### src/rtl/mem_access_ctrl.sv
// Load/store unit front end: turns one pipeline memory operation into a single
// aligned 64-bit memory request. It also extracts and extends load results.
module mem_access_ctrl #(
  parameter int TIMEOUT_CYCLES = 255
) (
  input  logic        clk,
  input  logic        rst,
  input  logic        req_valid,
  input  logic        we_mem,
  input  logic        re_mem,
  input  logic [2:0]  memop,
  input  logic [63:0] addr,
  input  logic [63:0] mem_wdata,
  output logic        req_ready,
  output logic        mem_req_valid,
  output logic        mem_req_wen,
  output logic [63:0] mem_req_addr,
  output logic [7:0]  mem_req_wmask,
  output logic [63:0] mem_req_wdata,
  input  logic        mem_req_ready,
  input  logic        mem_resp_valid,
  input  logic [63:0] mem_rdata,
  output logic        done_valid,
  output logic [63:0] load_data,
  output logic        err_misalign,
  output logic        err_timeout
);

  localparam logic [2:0] MEM_B  = 3'd0;
  localparam logic [2:0] MEM_H  = 3'd1;
  localparam logic [2:0] MEM_W  = 3'd2;
  localparam logic [2:0] MEM_D  = 3'd3;
  localparam logic [2:0] MEM_UB = 3'd4;
  localparam logic [2:0] MEM_UH = 3'd5;
  localparam logic [2:0] MEM_UW = 3'd6;

  localparam int CNT_W = (TIMEOUT_CYCLES > 1) ? $clog2(TIMEOUT_CYCLES) : 1;
  localparam logic [CNT_W-1:0] CNT_LAST = CNT_W'(TIMEOUT_CYCLES - 1);

  typedef enum logic [1:0] {IDLE, REQ, RESP, DONE} state_t;

  state_t state, next_state;

  logic             accept;
  logic             in_misalign;
  logic [7:0]       in_wmask;
  logic             resp_timeout;
  logic [CNT_W-1:0] resp_cnt;

  logic [63:0] addr_q;
  logic [2:0]  off_q;
  logic [2:0]  memop_q;
  logic        we_q;
  logic [63:0] wdata_q;
  logic [7:0]  wmask_q;
  logic        misalign_q;
  logic        timeout_q;
  logic [63:0] load_q;

  function automatic logic [63:0] extract_load(input logic [2:0]  op,
                                               input logic [2:0]  off,
                                               input logic [63:0] word);
    logic [63:0] sh;
    sh = word >> {off, 3'b000};
    case (op)
      MEM_B:   extract_load = {{56{sh[7]}}, sh[7:0]};
      MEM_H:   extract_load = {{48{sh[15]}}, sh[15:0]};
      MEM_W:   extract_load = {{32{sh[31]}}, sh[31:0]};
      MEM_UB:  extract_load = {56'd0, sh[7:0]};
      MEM_UH:  extract_load = {48'd0, sh[15:0]};
      MEM_UW:  extract_load = {32'd0, sh[31:0]};
      MEM_D:   extract_load = sh;
      default: extract_load = '0;
    endcase
  endfunction

  assign accept       = (state == IDLE) && req_valid && (we_mem || re_mem);
  assign resp_timeout = (resp_cnt == CNT_LAST);

  // Unknown codes and unsigned store widths have no byte mask, so they are
  // rejected the same way as a misaligned address.
  always_comb begin
    in_misalign = 1'b0;
    in_wmask    = '0;
    case (memop)
      MEM_B, MEM_UB: begin
        in_misalign = 1'b0;
        in_wmask    = 8'h01 << addr[2:0];
      end
      MEM_H, MEM_UH: begin
        in_misalign = addr[0];
        in_wmask    = 8'h03 << addr[2:0];
      end
      MEM_W, MEM_UW: begin
        in_misalign = |addr[1:0];
        in_wmask    = 8'h0F << addr[2:0];
      end
      MEM_D: begin
        in_misalign = |addr[2:0];
        in_wmask    = 8'hFF;
      end
      default: in_misalign = 1'b1;
    endcase
    if (we_mem && (memop == MEM_UB || memop == MEM_UH || memop == MEM_UW))
      in_misalign = 1'b1;
    if (!we_mem || in_misalign)
      in_wmask = '0;
  end

  always_ff @(posedge clk) begin
    if (rst) state <= IDLE;
    else     state <= next_state;
  end

  always_comb begin
    next_state = state;
    case (state)
      IDLE: if (accept) next_state = in_misalign ? DONE : REQ;
      REQ:  if (mem_req_ready) next_state = RESP;
      RESP: if (mem_resp_valid || resp_timeout) next_state = DONE;
      DONE: next_state = IDLE;
      default: next_state = IDLE;
    endcase
  end

  // load_q only changes on entry to DONE, so the last result stays visible
  // until the next operation completes.
  always_ff @(posedge clk) begin
    if (rst) begin
      addr_q     <= '0;
      off_q      <= '0;
      memop_q    <= '0;
      we_q       <= 1'b0;
      wdata_q    <= '0;
      wmask_q    <= '0;
      misalign_q <= 1'b0;
      timeout_q  <= 1'b0;
      load_q     <= '0;
      resp_cnt   <= '0;
    end else begin
      if (accept) begin
        addr_q     <= {addr[63:3], 3'b000};
        off_q      <= addr[2:0];
        memop_q    <= memop;
        we_q       <= we_mem;
        wdata_q    <= mem_wdata;
        wmask_q    <= in_wmask;
        misalign_q <= in_misalign;
        timeout_q  <= 1'b0;
      end
      if (state == RESP) resp_cnt <= resp_cnt + 1'b1;
      else               resp_cnt <= '0;
      if (state == RESP && !mem_resp_valid && resp_timeout)
        timeout_q <= 1'b1;
      if (next_state == DONE && state != DONE)
        load_q <= (state == RESP && mem_resp_valid && !we_q) ?
                  extract_load(memop_q, off_q, mem_rdata) : '0;
    end
  end

  always_comb begin
    req_ready     = (state == IDLE);
    mem_req_valid = (state == REQ);
    done_valid    = (state == DONE);
    err_misalign  = (state == DONE) && misalign_q;
    err_timeout   = (state == DONE) && timeout_q;
  end

  assign mem_req_wen   = we_q;
  assign mem_req_addr  = addr_q;
  assign mem_req_wmask = wmask_q;
  assign mem_req_wdata = wdata_q;
  assign load_data     = load_q;

endmodule

### config.mk
export PLATFORM = sky130hd
export DESIGN_NAME = mem_access_ctrl
export DESIGN_NICKNAME = d
export VERILOG_FILES = /design/src/rtl/mem_access_ctrl.sv
export SDC_FILE = /design/constraint.sdc
export NUM_CORES = 1
export LEC_CHECK = 0
export CORE_AREA = 2 2 158 160
export CTS_CLUSTER_DIAMETER = 120
export DETAILED_ROUTE_END_ITERATION = 16
export DIE_AREA = 0 0 160 162
export GPL_ROUTABILITY_DRIVEN = 0
export HOLD_SLACK_MARGIN = 0.06
export PLACE_DENSITY = 0.83
export RECOVER_POWER = 100
export SYNTH_ARGS = -nofsm -noshare
export SYNTH_HDL_FRONTEND = slang
export SYNTH_SLANG_ARGS = --single-unit
### constraint.sdc
create_clock -name clk -period 3.35 [get_ports clk]
set_clock_uncertainty 0.1 [all_clocks]
set_input_delay 0.67 -clock clk [delete_from_list [all_inputs] [get_ports clk]]
set_output_delay 0.67 -clock clk [all_outputs]
set_load 0.05 [all_outputs]
# == Word-level counts from Yosys, hierarchy flattened ==
# Index checks and enable logic that the tools add are counted.
# totals
out_inout_bits,206
reg_bits,216
word_cells,76
input_bits,202
# classes
n_eq_ne,18
reduce_logical,28
add_sub_neg,1
mux,13
shift,4
bitwise,1
# ops
operator,n
64-bit case mux with 7 select lines,1
64-bit 2-to-1 mux,1
64-bit by 6-bit right shift with 64-bit output,1
8-bit case mux with 4 select lines,1
3-bit equality test (second input constant),6
3-bit by 2-bit equality test with 1-bit output (second input constant),4
1-bit logical AND,10
2-bit OR reduction,5
8-bit by 1-bit adder with 8-bit output (second input constant),1
8-bit equality test (second input constant),1
2-bit 2-to-1 mux,4
8-bit 2-to-1 mux,1
2-bit case mux with 4 select lines,1
1-bit by 3-bit << shifter with 8-bit output (first input constant),1
2-bit by 3-bit << shifter with 8-bit output (first input constant),1
4-bit by 3-bit << shifter with 8-bit output (first input constant),1
2-bit equality test (second input constant),3
3-bit by 1-bit equality test with 1-bit output (second input constant),2
3-bit logical NOT,2
1-bit logical OR,5
1-bit case mux with 4 select lines,1
1-bit logical NOT,3
1-bit 2-to-1 mux,3
3-bit OR reduction,1
5 further kinds,5

# == Longest topological paths before layout ==
# Gate-level depths: netlist of run 1.
# logic_depth
ltp_word,10
mapped_depth,9
mapped_depth_nobuf,8

# == Worst setup path after synthesis of run 1 ==
# OpenSTA, ideal clock, no wires.
# synth_timing
path_type,in2reg
startpoint,input memop[0]
endpoint,"register load_q[10], in the netlist load_data[10]"
n_path_buf,1
path_slack_ps,746
stages,9
required_ps,3190
setup_ps,60
arrival_ps,2443
path_cell_list,inv_1 ha_1 o311a_1 a221o_1 a21oi_2 nor2_1 nor3_4 buf_6 a22o_1
# synth_via
elab_chain_len,10
word_cells_on_any_way,20
cone_classes,eq/ne: 7; mux: 5; reduce/logical: 8
# synth_lines
element,line,rtl
from (decl),11,"input logic [2:0] memop,"
branches (longest 4 deep; another with 1-bit case mux with 4 select lines),n/a,
1-bit 2-to-1 mux (*),104,if (we_mem && (memop == MEM_UB || memop == MEM_UH || memop == MEM_UW))
2-bit 2-to-1 mux (*) (2 in series),118,IDLE: if (accept) next_state = in_misalign ? DONE : REQ;
2-bit case mux with 4 select lines (*),117,case (state)
2-bit equality test (*),155,if (next_state == DONE && state != DONE)
1-bit logical AND (*),155,
to (signal assigned),156,load_q <= (state == RESP && mem_resp_valid && !we_q) ?
to (decl),58,logic [63:0] load_q;
# Mark *: on every way between the ends.
# A chain may end at the register's enable or synchronous reset.

# == Final worst setup path of run 1 ==
# layout_timing
startpoint,input memop[0]
endpoint,"register load_q[1], in the netlist load_data[1]"
# The elaborated chain is that of the path after synthesis.

==> results of run 1 <==
## final cells by class
cell class	count	area [sq um]	area share (%)
clock inverter	8	125	0.848
inverter	7	26.3	0.178
multi-input combinational	816	4880	33.1
sequential	216	4330	29.3
tap	324	405	2.75
timing repair buffer	423	4230	28.7
clock buffer	37	751	5.09
## how the worst min path moves through the flow
stage               slack [ns]  cells past startpoint                              to
floorplan                 0.33                      1          resp_cnt[0]$_SDFF_PP0_
global placement          0.34                      2   mem_req_addr[23]$_SDFFE_PP0P_
detailed placement        0.35                      2         misalign_q$_SDFFE_PP0P_
CTS                       0.33                      2  mem_req_wdata[30]$_SDFFE_PP0P_
global route              0.36                      2  mem_req_wdata[40]$_SDFFE_PP0P_
finish                    0.35                      2   mem_req_addr[43]$_SDFFE_PP0P_
## through the flow
stage,total power (uW),area (sq um),util [%],hold slack (ns),setup slack [ns]
after global placement,5020,13900,57.6,0.340,0.186
after detailed placement,5060,13900,57.6,0.345,0.145
after floorplan,4260,9690,-,0.330,0.746
final,7820,14800,61.2,0.348,0.458
after CTS,7940,14800,61.2,0.329,0.491
after global routing,8120,14800,61.2,0.359,0.306
## worst max-delay path, stage by stage
cell           delay, ns
dlygate4sd3_1       0.55
clkbuf_1            0.16
ha_1                0.25
o311a_1             0.29
a221o_1             0.26
a21oi_1             0.19
nor2_1              0.11
nor3_4              0.23
buf_12              0.31
a22o_1              0.21
## cells in the mapped netlist, drive strengths merged, types with 3 or more instances
master / n
nand2: 336
dfxtp: 216
a21oi: 154
a22o: 64
clkbuf: 64
o21ai: 51
nor2: 41
buf: 35
mux2i: 28
mux4: 28
mux2: 11
nor2b: 9
a22oi: 8
ha: 8
nand3: 8
a211oi: 7
inv: 7
nand2b: 6
nor3: 6
a32oi: 5
or3: 5
and3: 3
nand3b: 3
nand4: 3
xnor2: 3
xor2: 3
## registers in the layout, indices dropped and copies added, names as in the netlist
signal         cells
mem_req_addr      61
off_q              3
mem_req_wen        1
memop_q            3
state              2
timeout_q          1
load_data         64
mem_req_wmask      8
mem_req_wdata     64
misalign_q         1
resp_cnt           8
## kinds of logic (layout without fill, tap and decap cells)
group                      Yosys count  after routing  share of synthesized area [%]
AOI/OAI and AO/OA                  301            301                           19.4
and+or+nand+nor                    431            431                           18.5
adders and majority gates            8              8                           1.03
buffers and inverters              106            475                           5.17
DFF                                216            216                           44.6
muxes                               67             67                           10.7
xor gates and xnor gates             6              6                          0.543
other                                1              3                         0.0387
## cell usage in the layout (no fill, tap or decap), types with 4 or more instances in the layout
cell,synthesis,routed
buf_4,11,15
mux2_2,10,10
nor2_1,41,41
nand3_1,8,8
clkdlybuf4s50_1,0,198
a22oi_1,8,8
a32oi_1,5,5
o21ai_0,32,33
clkbuf_16,0,25
clkbuf_1,64,5
clkbuf_8,0,8
mux4_2,28,28
nor2b_1,9,9
dlygate4sd3_1,0,205
a22o_1,64,64
dfxtp_1,216,214
ha_1,8,8
buf_12,0,4
or3_1,5,5
nand2_1,336,336
a211oi_1,7,7
nand2b_1,6,6
o21ai_1,19,18
a21oi_1,153,154
mux2i_1,28,28
inv_1,6,7
## power by group
group | internal [uW] | switching [uW] | leakage [uW]
clock | 1780 | 1080 | 0.000430
sequential | 2740 | 120 | 0.00176
combinational | 764 | 1330 | 0.00384
total | 5280 | 2540 | 0.00603
## routing by layer
metal | wire, um | up-vias | GRT usage (%) | part of all wire [%]
met3 | 3380 | 101 | 7.69 | 9.9
met2 | 16600 | 517 | 43.6 | 49
met1 | 12200 | 4621 | 28.2 | 36
li1 | - | 4634 | - | -
met5 | 0 | - | 0 | 0
met4 | 1770 | 0 | 12.1 | 5.2
==> impl_metrics.ini, run 1 <==
[outcome]
status = finished clean

[floorplan]
core_area_sq_um = 24100
die_area_sq_um = 25900
die_x_um = 160
start_util_pct = 40.2
pin_count = 408
die_y_um = 162
std_cell_rows = 57

[worst_setup_path]
rrSetupSlack_ns = 0.58
endpoint_kind = flop
cp_max_fo = 64
setup.worst_path.class = in -> reg
worstReg2RegStart = off_q[1]$_SDFFE_PP0P_
regToRegEndpoint = load_data[10]$_SDFFE_PP0P_
crit_arrival_ns = 3.25
start_kind = input pin
crit_required_ns = 3.71
reg2reg_depth = 7
startpoint = memop[0]
cp-endpoint = load_data[1]$_SDFFE_PP0P_

[synthesis]
synth_seq_cells = 216
syn-mean-instance-area_sq_um = 8.53
yosysUniqueCellTypes = 57
synth-async-reset-ratio_pct = 0
synth_top_cell_area_share_pct = 44.6
synth_edf_count = 0
synth_area_sq_um = 9690
synthCells = 1136
yosys.area.top_type = dfxtp_1
synth_flop_cell = dfxtp_1
yosysSeqAreaShare_pct = 44.6
ys_warn_count = 0
synth_top_cells_by_area = dfxtp_1, nand2_1, a21oi_1

[global_route]
grt_pass1_vias = 9711
grt_antenna_before_repair = 1
overflow = 0
grt_pass1_wl_um = 52500
grt_max_degree = 126
grt_use_total_pct = 25.1

[layout]
syn_to_final_growth_pct = 52.3
n_antenna_cell = 0
drive_gt1_share_pct = 7.30
finalNonFillerCells = 1831
n_fill_cell = 2000
fin_nets = 1699

[detailed_routing]
ant_nets = 0
drt_iter0_drc = 688
routedWlPerCell_um = 18.5
routed_wl_um = 34000
vias = 9873
first_pass_iters = 5
viasPerCell = 5.39
drc = 0

[timing]
hold_violations = 0
min_period_over_period_pct = 86.3
tns_ns = 0
fmax_ghz = 0.346
min_period_ns = 2.89
worstMarginPinSlew_ns = 0.804
rsz0062_at_grt = no
relSlewSlack_pct = 46.0
report.final.slew_viol_count = 0
setup_viol = 0

[clock_tree]
clk_pin_slew_ns = 0.06
cts_root_buf = clkbuf_16
clk-insertion-delay-late_ns = 0.51
clock_path_buffers = 3
clock_sinks = 216
cts_tree = done
htree_levels = 1
ctsHoldBuffers = 0
cts_setup_buffers = 0
cts_buffers = 25
cts_resized = 0

[placed_design]
dp_hpwl_um = 24500
dp.cells = 1786
placement.io_buffers = 404

[hold_path]
min_path_type = reg -> reg
hp-start = mem_req_addr[43]$_SDFFE_PP0P_

[job]
drv_cap = 0

[power]
leakage_uw = 0.00603
vdd_drop_max_v = 0.000457
power.density_nw_per_um2 = 530
Note: power is estimated with default switching activity, not from simulation.
==> inputs of run 2 (changes only) <==
CORE_AREA = default   (was 2 2 158 160)
CORE_ASPECT_RATIO = 0.8   (was default)
CORE_MARGIN = 4   (was default)
CORE_UTILIZATION = 43   (was default)
DIE_AREA = default   (was 0 0 160 162)
PLACE_DENSITY = 0.88   (was 0.83)
==> run 2 against run 1 <==
Total power decreased by 4.4%. Register-to-register slack lost 0.24 ns. Sequential share of layout area up 0.34 points. Worst setup slack got worse by 0.19 ns. Non-clock buffer count shrank 3. Sequential power about the same. Sequential cell count stayed put.
==> impl_metrics.ini, run 2 (synthesis gave the netlist of run 1 again) <==
[detailed_routing]
drt_iter0_drc = 927
drc = 0
routed_wl_um = 34700
viasPerCell = 5.56
routedWlPerCell_um = 19.3
ant_nets = 0
vias = 10000
first_pass_iters = 5

[timing]
min_period_ns = 3.08
hold_ws_ns = 0.346
rsz0062_at_grt = no
hold_violations = 0
worst_slack_ns = 0.267
worstMarginPinSlew_ns = 1.28
setup_viol = 0
report.final.slew_viol_count = 0
relSlewSlack_pct = 14.6
min_period_over_period_pct = 92.0
fmax_ghz = 0.324

[floorplan]
die_y_um = 142
start_util_pct = 44.3
die_x_um = 176
core_area_sq_um = 21900
std_cell_rows = 48
die_area_sq_um = 25000
pin_count = 408

[global_route]
overflow = 0
grt_pass1_wl_um = 53700
grt_pass1_vias = 9753
grt_use_total_pct = 26.4
grt_antenna_before_repair = 3
grt_max_degree = 146

[power]
combPwrFrac_pct = 28.3
switching_share_pct = 33.7
switchingPower_uw = 2520
p_int_uw = 4960
power_uw = 7480
seqPwrFrac_pct = 38.2
vdd_drop_max_v = 0.000482
leakage_uw = 0.00594
power.density_nw_per_um2 = 513
clkPwrFrac_pct = 33.5

[worst_setup_path]
rrSetupSlack_ns = 0.34
endpoint_kind = flop
setup.worst_path.class = in -> reg
crit_slowest_cell = a311oi_4
crit_required_ns = 3.64
crit_chain = clkdlybuf4s50_1, mux2_2, a2bb2o_1, nor3_2, a311oi_4, o21ai_1, a22o_1
start_kind = input pin
max_stage_delay_ns = 1.02
cp_max_fo = 32
crit_arrival_ns = 3.38

[clock_tree]
cts_buffers = 23
htree_levels = 1
clock_path_buffers = 3
clk-insertion-delay-late_ns = 0.50
cts_tree = done
ctsHoldBuffers = 0
clock_sinks = 216
clk_pin_slew_ns = 0.06
cts_resized = 0
cts_setup_buffers = 0
cts_root_buf = clkbuf_16

[placed_design]
dp.cells = 1759
place_area_sq_um = 13900
dp_hpwl_um = 25300
placement.io_buffers = 404
post-place-ws_ns = -0.175

[layout]
finalNonFillerCells = 1801
final_cell_mix = nand2_1, dfxtp_1, dlygate4sd3_1
fin_nets = 1694
final_common_cell = nand2_1
design_area_sq_um = 14600
syn_to_final_growth_pct = 50.5
drive_gt1_share_pct = 6.93

[outcome]
status = finished clean

[job]
drv_cap = 0

[hold_path]
min_path_type = reg -> reg
run 2: final cells by class:
type | instances | area (sq um)
fill | 1631 | 7280
multi-input combinational | 816 | 4900
sequential | 216 | 4330
timing repair buffer | 420 | 4200
clock buffer | 33 | 663
tap | 300 | 375
clock inverter | 8 | 82.6
inverter | 7 | 26.3
antenna | 1 | 2.50
run 2: metal layers:
layer | share of wire, % | track usage, % | vias up
li1 | - | - | 4628
met1 | 37 | 31.3 | 4680
met2 | 47 | 44.1 | 596
met3 | 11 | 9.48 | 105
met4 | 4.3 | 10.5 | 4
met5 | 0.069 | 0 | -
run 2: power groups by stage:
stage	Clock, uW	Sequential [uW]	Combinational, uW
2_1_floorplan	0	3410	851
3_3_place_gp	0	2900	2130
3_5_place_dp	0	2910	2160
4_1_cts	2550	2860	2180
5_1_grt	2650	2870	2240
6_report	2510	2850	2120
run 2: final timing paths:
check                                startpoint                            end  cells past startpoint
hold / removal    mem_req_addr[45]$_SDFFE_PP0P_  mem_req_addr[45]$_SDFFE_PP0P_                      2
setup reg to reg          off_q[0]$_SDFFE_PP0P_     load_data[48]$_SDFFE_PP0P_                      6
hold reg to reg   mem_req_addr[45]$_SDFFE_PP0P_  mem_req_addr[45]$_SDFFE_PP0P_                      2
setup / recovery                  mem_rdata[31]     load_data[48]$_SDFFE_PP0P_                      7
run 2: critical path, delay by kind of cell:
kind	cells	cell delay, ns
AOI/OAI and AO/OA	4	1.78
buffers and inverters	1	0.50
and+or+nand+nor	1	0.09
muxes	1	0.32
run 2: per-stage QoR:
stage | TNS [ns] | utilization [%]
2_1_floorplan | 0 | -
3_3_place_gp | -0.842 | 63.4
3_5_place_dp | -2.76 | 63.4
4_1_cts | 0 | 66.9
5_1_grt | 0 | 66.7
6_report | 0 | 66.7
